### src/rtl/dequant_dezigzag.sv
// -----------------------------------------------------------------------------
// dequant_dezigzag
//   Takes one 64-coefficient block in zigzag order and multiplies each
//   coefficient by its quant-table entry. The products are saturated to 16 bits
//   and written out in natural (row-major 8x8) order. The block is then held
//   for the IDCT stage. The design uses one shared multiplier and handles one
//   coefficient per cycle. FSM: IDLE -> DEQ (64 cycles) -> DONE -> IDLE.
//
// Ports
//   clk        clock, all state on rising edge
//   rst        asynchronous active-low reset
//   data_in    [64][12] signed coefficients, index = zigzag position
//   valid_in   data_in holds a complete block
//   ready_in   block accepted on valid_in && ready_in
//   qt_wr_en   quant-table write strobe (honoured in IDLE only)
//   qt_addr    quant-table index, zigzag order
//   qt_data    quant-table value, unsigned
//   data_out   [64][16] signed dequantized block, index = row*8+col
//   valid_out  data_out complete and stable
//   ready_out  consumer takes the block on valid_out && ready_out
//   busy       high in DEQ or DONE
// -----------------------------------------------------------------------------
module dequant_dezigzag #(
    localparam int BLOCK_SIZE = 64,
    localparam int IN_W       = 12,
    localparam int Q_W        = 8,
    localparam int OUT_W      = 16
) (
    input  logic                                clk,
    input  logic                                rst,
    input  logic [BLOCK_SIZE-1:0][IN_W-1:0]     data_in,
    input  logic                                valid_in,
    output logic                                ready_in,
    input  logic                                qt_wr_en,
    input  logic [5:0]                          qt_addr,
    input  logic [Q_W-1:0]                      qt_data,
    output logic [BLOCK_SIZE-1:0][OUT_W-1:0]    data_out,
    output logic                                valid_out,
    input  logic                                ready_out,
    output logic                                busy
);

    localparam int PROD_W = IN_W + Q_W + 1;
    localparam logic signed [PROD_W-1:0] SAT_MAX = PROD_W'(2 ** (OUT_W - 1) - 1);
    localparam logic signed [PROD_W-1:0] SAT_MIN = PROD_W'(-(2 ** (OUT_W - 1)));

    // Zigzag position -> natural (row*8+col) index.
    localparam logic [5:0] ZZ [BLOCK_SIZE] = '{
        6'd0,  6'd1,  6'd8,  6'd16, 6'd9,  6'd2,  6'd3,  6'd10,
        6'd17, 6'd24, 6'd32, 6'd25, 6'd18, 6'd11, 6'd4,  6'd5,
        6'd12, 6'd19, 6'd26, 6'd33, 6'd40, 6'd48, 6'd41, 6'd34,
        6'd27, 6'd20, 6'd13, 6'd6,  6'd7,  6'd14, 6'd21, 6'd28,
        6'd35, 6'd42, 6'd49, 6'd56, 6'd57, 6'd50, 6'd43, 6'd36,
        6'd29, 6'd22, 6'd15, 6'd23, 6'd30, 6'd37, 6'd44, 6'd51,
        6'd58, 6'd59, 6'd52, 6'd45, 6'd38, 6'd31, 6'd39, 6'd46,
        6'd53, 6'd60, 6'd61, 6'd54, 6'd47, 6'd55, 6'd62, 6'd63
    };

    typedef enum logic [1:0] {
        IDLE = 2'd0,
        DEQ  = 2'd1,
        DONE = 2'd2
    } state_e;

    state_e                             state_q;
    logic [5:0]                         idx_q;
    logic [BLOCK_SIZE-1:0][IN_W-1:0]    coef_q;
    logic [Q_W-1:0]                     qt_q [BLOCK_SIZE];
    logic [BLOCK_SIZE-1:0][OUT_W-1:0]   data_out_q;
    logic                               ready_in_q;
    logic                               valid_out_q;
    logic                               busy_q;

    logic signed [PROD_W-1:0]           prod;
    logic [OUT_W-1:0]                   deq_d;

    // Shared multiplier: the quant entry is zero-extended so the signed product is exact.
    // NOTE: combinational logic uses blocking assignments and gives every output a value
    // on every path, so no latch is inferred.
    always_comb begin
        prod  = PROD_W'($signed(coef_q[idx_q])) * PROD_W'($signed({1'b0, qt_q[idx_q]}));
        deq_d = prod[OUT_W-1:0];
        if (prod > SAT_MAX) begin
            deq_d = 16'h7FFF;
        end else if (prod < SAT_MIN) begin
            deq_d = 16'h8000;
        end
    end

    // NOTE: coef_q has no reset. Every accept reloads it before DEQ reads it, so its
    // reset value is never observed.
    always_ff @(posedge clk) begin
        if (valid_in && ready_in_q) begin
            coef_q <= data_in;
        end
    end

    // NOTE: sequential state uses non-blocking assignments only. The quant table is
    // reset with the rest of the state because every reset must restore pass-through
    // (all ones).
    always_ff @(posedge clk or negedge rst) begin
        if (!rst) begin
            state_q     <= IDLE;
            idx_q       <= '0;
            data_out_q  <= '0;
            ready_in_q  <= 1'b1;
            valid_out_q <= 1'b0;
            busy_q      <= 1'b0;
            for (int i = 0; i < BLOCK_SIZE; i++) begin
                qt_q[i] <= Q_W'(1);
            end
        end else begin
            case (state_q)
                IDLE: begin
                    // A write on the accepting edge lands before DEQ reads the table.
                    if (qt_wr_en) begin
                        qt_q[qt_addr] <= qt_data;
                    end
                    if (valid_in) begin
                        state_q    <= DEQ;
                        idx_q      <= '0;
                        ready_in_q <= 1'b0;
                        busy_q     <= 1'b1;
                    end
                end
                DEQ: begin
                    data_out_q[ZZ[idx_q]] <= deq_d;
                    idx_q                 <= idx_q + 6'd1;
                    if (idx_q == 6'd63) begin
                        state_q     <= DONE;
                        valid_out_q <= 1'b1;
                    end
                end
                DONE: begin
                    if (ready_out) begin
                        state_q     <= IDLE;
                        valid_out_q <= 1'b0;
                        ready_in_q  <= 1'b1;
                        busy_q      <= 1'b0;
                    end
                end
                default: begin
                    state_q     <= IDLE;
                    valid_out_q <= 1'b0;
                    ready_in_q  <= 1'b1;
                    busy_q      <= 1'b0;
                end
            endcase
        end
    end

    assign data_out  = data_out_q;
    assign valid_out = valid_out_q;
    assign ready_in  = ready_in_q;
    assign busy      = busy_q;

endmodule

### config.mk
export PLATFORM = sky130hd
export DESIGN_NAME = dequant_dezigzag
export DESIGN_NICKNAME = d
export VERILOG_FILES = /design/src/rtl/dequant_dezigzag.sv
export SDC_FILE = /design/constraint.sdc
export NUM_CORES = 2
export LEC_CHECK = 0
export CORE_AREA = 2 2 698 700
export DETAILED_ROUTE_END_ITERATION = 6
export DIE_AREA = 0 0 700 702
export PLACE_DENSITY = 0.48
export SKIP_LAST_GASP = 1
export SLEW_MARGIN = 25
export SYNTH_ARGS = -nofsm -noshare
export SYNTH_HDL_FRONTEND = slang
export SYNTH_SLANG_ARGS = --single-unit
### constraint.sdc
create_clock -name clk -period 18.4 [get_ports clk]
set_input_delay 3.68 -clock clk [delete_from_list [all_inputs] [get_ports clk]]
set_output_delay 3.68 -clock clk [all_outputs]
set_load 0.03 [all_outputs]
# == Word-level counts from Yosys, hierarchy flattened ==
# Memory sizes are Yosys's and may differ from the RTL's.
# Index checks and enable logic that the tools add are counted.
# classes
addsub,1
mux,29
order_cmp,8
n_bitwise,4
n_mul,1
eq_ne,6
n_reduce_logical,10
# ops
cell,count
1024-bit bitwise mux,1
512-bit bitwise mux,1
16-bit demux with 6-bit select,1
12-bit binary-select mux with 6-bit select,1
8-bit binary-select mux with 6-bit select,1
8-bit demux with 6-bit select,1
16-bit 2-to-1 mux,3
8-bit 2-to-1 mux,3
"21-bit by 16-bit greater-than comparator with 1-bit output, second input constant",1
"21-bit by 16-bit < comparator with 1-bit output, second input constant",1
12-bit by 9-bit multiplier with 21-bit output,1
6-bit 2-to-1 mux,3
"7-bit >= comparator, second input constant",2
"6-bit by 7-bit < comparator with 1-bit output, second input constant",2
6-bit NOT with 7-bit output,2
12-bit 2-to-1 mux,1
6-bit one-hot mux with 2 select lines,1
1-bit one-hot mux with 3 select lines,3
3-bit AND reduction,3
"7-bit by 1-bit < comparator with 1-bit output, second input constant",1
"6-bit by 1-bit adder with 6-bit output, second input constant",1
"6-bit == test, second input constant",1
"6-bit by 1-bit >= comparator with 1-bit output, second input constant",1
2-bit 2-to-1 mux,3
10 further kinds,20
# totals
out_inout_bits,1027
n_memories,1
ff_bits,2315
romBits,384
elab_cells,257
# mem_list
memory,depth,word_bits,rd,rd_clocked_by_memory_dff,wr,line,text
(name not given),64,6,1,0,0,127,data_out_q[ZZ[idx_q]] <= deq_d;

# == Depth between registers and ports, before layout ==
# logic_depth
depth_word,9
depth_mapped,33
mapped_depth_nobuf,24

# == Worst setup path after synthesis ==
# No wires, ideal clock.
# synth_path
kind,input-to-reg
startpoint,in valid_in
endpoint,reg coef_q[0] (netlist name) (enable)
setup_time_ps,1233
path_buffers,0
slack_ps,-3584
path_stages,1
t_required_ps,17167
arrival_time_ps,20751
path_cell_list,and2_1
# synth_via
elab_chain_cells,1
# synth_rtl
item,line,text
from (decl),32,"input logic valid_in,"
1-bit logical AND,93,if (valid_in && ready_in_q) begin
to (signal assigned),94,coef_q <= data_in;
to (decl),67,logic [BLOCK_SIZE-1:0][IN_W-1:0] coef_q;
# Every way passes these cells.
# A chain may end at the register's enable or synchronous reset.

# == Final worst setup path ==
# layout_path
startpoint,reg idx_q[0]
endpoint,"reg data_out_q, in the netlist data_out[932]"
# layout_via
elab_chain_cells,9
# layout_rtl
item,line,text
from (decl),66,logic [5:0] idx_q;
from (signal assigned),128,idx_q <= idx_q + 6'd1;
6-bit NOT with 7-bit output (implied by the code),"81, 127",
8-bit binary-select mux with 6-bit select / memory read 64 x 6 bit (equally long branches),-,
8-bit 2-to-1 mux (implied by the code) / 6-bit 2-to-1 mux (equally long branches) (2 in a row),"81, 127",
12-bit by 9-bit multiplier with 21-bit output (tied with other cells),81,"prod = PROD_W'($signed(coef_q[idx_q])) * PROD_W'($signed({1'b0, qt_q[idx_q]}));"
21-bit by 16-bit < comparator with 1-bit output / 1-bit logical AND (equally long branches),"85, 127",
"16-bit 2-to-1 mux, on equally long branches","85, 127",
16-bit 2-to-1 mux / 16-bit demux with 6-bit select (equally long branches),"83, 127",
1024-bit bitwise mux (*),127,
"to (signal, indexed assignment)",127,
to (decl),69,logic [BLOCK_SIZE-1:0][OUT_W-1:0] data_out_q;
# Every way passes the cells marked *; elsewhere a longest branch is shown, timed or not. The select of a mux whose other input is x is not followed.

==> summary.md <==
| Metric | Value |
|---|---|
| Outcome | finished, final reports clean |
| Worst Path Arrival | 11.92 ns |
| Initial DRC count | 4,873 |
| Setup slack, reg-to-reg | 7.19 ns |
| Ys Warns | 0 |
| Clock root cell | clkbuf_16 |
| Die height | 702 um |
| Most frequent cell after synthesis | dfrtp_1 |
| Top post-synthesis cells by area | dfrtp_1, edfxtp_1, mux4_2 |
| CP delay by family, top | buffers and inverters |
| Post-Syn Area per Cell | 14.4 um^2 |
| Leading area contributor after synthesis | dfrtp_1 |
| Final setup fails | 0 |
| Synth top cells by count | dfrtp_1, nor2_1, a21oi_1 |
| Inserted Clock Buffers | 279 |
| WP data required | 19.11 ns |
| EDFF count, synth | 768 |
| Maximum root-to-sink buffer count | 4 |
| Cell Pwr Density | 202 nW/um^2 |
| Slew HR | 0.274 |
| Routed Antenna Nets | 0 |
| Critical Path Slowest Stage Cell | dfrtp_4 |
| Fmax | 89.2 MHz |
| Worst Hold Class | flip-flop to flip-flop |
| CORE AREA | 484,000 um^2 |
| IO Count | 1,814 |
| Total track usage | 0.157 |
| Overall Power | 26.3 mW |
| Die area | 491,000 um^2 |
| CTS sink cnt | 2,315 |
| Slowest stage delay, CP | 0.91 ns |
| Cell Area, Synth | 95,700 um^2 |
| VDD IR-drop max | 0.235 mV |
| RSZ-0062 raised after global routing | false |
| Reg-to-reg startpoint | idx_q[0] |
| Worst setup EP type | flip-flop |
| Nets | 9,355 |
| Min-Delay Startpoint | data_out[447] |
| Mapped Nets | 7,570 |
| Top FF cell, synth | dfrtp_1 |
| Via count | 63,900 |
| # Max-Cap Violations | 0 |
| DR vias/cell | 4.23 |
| Drt total wl | 399,000 um |
| Post-CTS Setup Bufs | 0 |
| CTS H-tree lvls | 5 |
| IO buf count | 1,813 |
| Final Max Slew Viols | 0 |
| Tmin final | 11.21 ns |
| Via count of the first global-routing pass | 67,500 |
| Worst flop-to-flop path endpoint | data_out[932] |
| WP buf/inv | 4 |
| First-pass GRT wire length | 548,000 um |
| Critical path, cell by cell | buf_12 > buf_4 > mux4_2 > mux4_2 > mux2_2 > nand2_1 > o21ai_1 > and2_1 > fa_1 > fa_1 > fa_1 > fa_1 > ha_1 > a21o_1 > o21bai_1 > a21o_1 > a221oi_2 > or3_1 > nand3_4 > buf_4 > o21ai_4 > buf_4 > a21oi_1 |
| Top cell by count, worst path | fa_1 |
| Cell count after synthesis | 6,650 |
| Grt ovf | 0 |
| Hold Vio Cnt, Final | 0 |
| Starting Density | 0.198 |
| DRC viols | 0 |
| DRT Pass-1 Iters | 6 |
| Async S/R FF share, synth | 0.668 |
| Synth cell types | 72 |
| Period utilization | 0.609 |
| Largest net degree at the start of global routing | 176 |
| Clock skew | 0.0994 ns |
| R2R depth | 23 |
| Fin cells | 15,100 |
| CP Class | flip-flop to flip-flop |
| Final Wtd Congestion | 0.810 |
| Share of layout cells above drive strength 1 | 0.202 |
| Die width | 700 um |
| CTS tree | yes |
| Post-DP HPWL | 287,000 um |
| Routed WL per cell | 26.4 um |
| Crit path launch type | flip-flop |
| Fin Setup TNS | 0 ns |
| Hold EP | data_out[447] |
| Final hold slack | 0.481 ns |
| Seq/Total Area, Yosys | 0.646 |
| Slew at the pin with the worst max-slew slack | 1.09 ns |
| Max FO, Critical Path | 72 |
| Clock slew at reported path FFs | 0.05 ns |
| P_leak | 50.9 nW |
| Hold_buf cts | 0 |
| Row cnt | 256 |
| Synth-to-Final Area Change | 36.3% |
| Resized cells post-CTS | 0 |
| CP startpoint | idx_q[0] |
| Yosys top cell area share | 0.388 |
| Hold path depth | 2 |
| Placed insts | 14,600 |
| Clk_lat worst skew | 0.96 ns |
| Seq cells post-synth | 2,315 |
| Initial antenna violation count | 76 |
[registers in the layout, indices dropped and copies added (netlist names)]
name and count:
idx_q 6, valid_out 1, state_q 2, data_out 1024
busy 1, ready_in 1, coef_q 768, qt_q 512
[cell families after synthesis]
group / count (synthesis) / synth area share
AO/OA/AOI/OAI: 1233 / 0.0759
XOR/XNOR: 14 / 0.00128
adder cells (fa/ha/maj): 133 / 0.0235
buffers and inverters: 593 / 0.0299
flip-flops: 2315 / 0.646
multiplexers: 957 / 0.161
AND/OR/NAND/NOR: 1405 / 0.0618
[routing by layer]
layer	up-vias	share of wire	global-route usage
met3	629	0.064	0.0361
met4	42	0.033	0.0483
met2	2470	0.52	0.288
met5	-	0.00071	0
li1	27500	-	-
met1	33200	0.38	0.179
[worst reg2reg max path: stages, from the launching register on]
cell and delay [ns]:
dfrtp_4 0.91, buf_12 0.58, buf_4 0.98, mux4_2 0.64
mux4_2 0.49, mux2_2 0.34, nand2_1 0.09, o21ai_1 0.23
and2_1 0.28, fa_1 0.52, fa_1 0.59, fa_1 0.45
fa_1 0.47, ha_1 0.37, a21o_1 0.23, o21bai_1 0.15
a21o_1 0.18, a221oi_2 0.40, or3_1 0.22, nand3_4 0.53
buf_4 0.62, o21ai_4 0.88, buf_4 0.60, a21oi_1 0.22
[where the power goes]
part / switching, mW / internal [mW] / leakage (nW) / total, mW
Combinational: 9.39 / 4.01 / 19.8 / 13.4
Clock: 2.33 / 3.22 / 4.43 / 5.56
Sequential: 0.801 / 6.55 / 26.7 / 7.35
[placed cells by master, fill, tap and decap left out, drive strengths merged, types with 11 or more instances in the layout]
master / n
nor3: 21
mux2i: 24
xnor2: 12
clkdlybuf4s50: 1801
edfxtp: 768
o21ai: 94
diode: 16
clkbuf: 385
dfstp: 65
o31ai: 33
mux2: 518
nand3: 20
nand2: 169
inv: 147
fa: 78
clkinv: 75
mux4: 415
ha: 55
or3: 11
bufinv: 15
a21oi: 1015
nand2b: 16
nor2b: 26
and2: 49
nor2: 1057
dfrtp: 1482
a21boi: 41
buf: 160
[area by class of cell]
class                   instances  area (um^2)
multi-input cells            3742        31300
well taps                    6450         8070
repair buffers               1961        19500
inverters                     136          518
diodes                         16         40.0
fillers                     49600       354000
flip-flops and latches       2315        61900
clock buffers                 385         7870
clock inverters               111         1250
[worst max-delay path by stage]
| stage | cells after the start | endpoint | slack, ns |
|---|---|---|---|
| floorplan | 1 | coef_q[0] | 4.87 |
| global placement | 23 | data_out[1015] | 6.90 |
| detailed placement | 23 | data_out[378] | 6.86 |
| CTS | 23 | data_out[394] | 6.78 |
| global route | 23 | data_out[698] | 6.45 |
| finish | 23 | data_out[932] | 7.19 |
[metrics by stage]
stage          setup slack, ns  instance area (um^2)  utilization
3_3_place_gp              6.90                121000        0.250
2_1_floorplan             4.87                 95700            -
3_5_place_dp              6.86                121000        0.250
4_1_cts                   6.78                130000        0.269
6_report                  7.19                130000        0.269
5_1_grt                   6.45                130000        0.269
No activity file was read; power rests on OpenSTA's default activity.
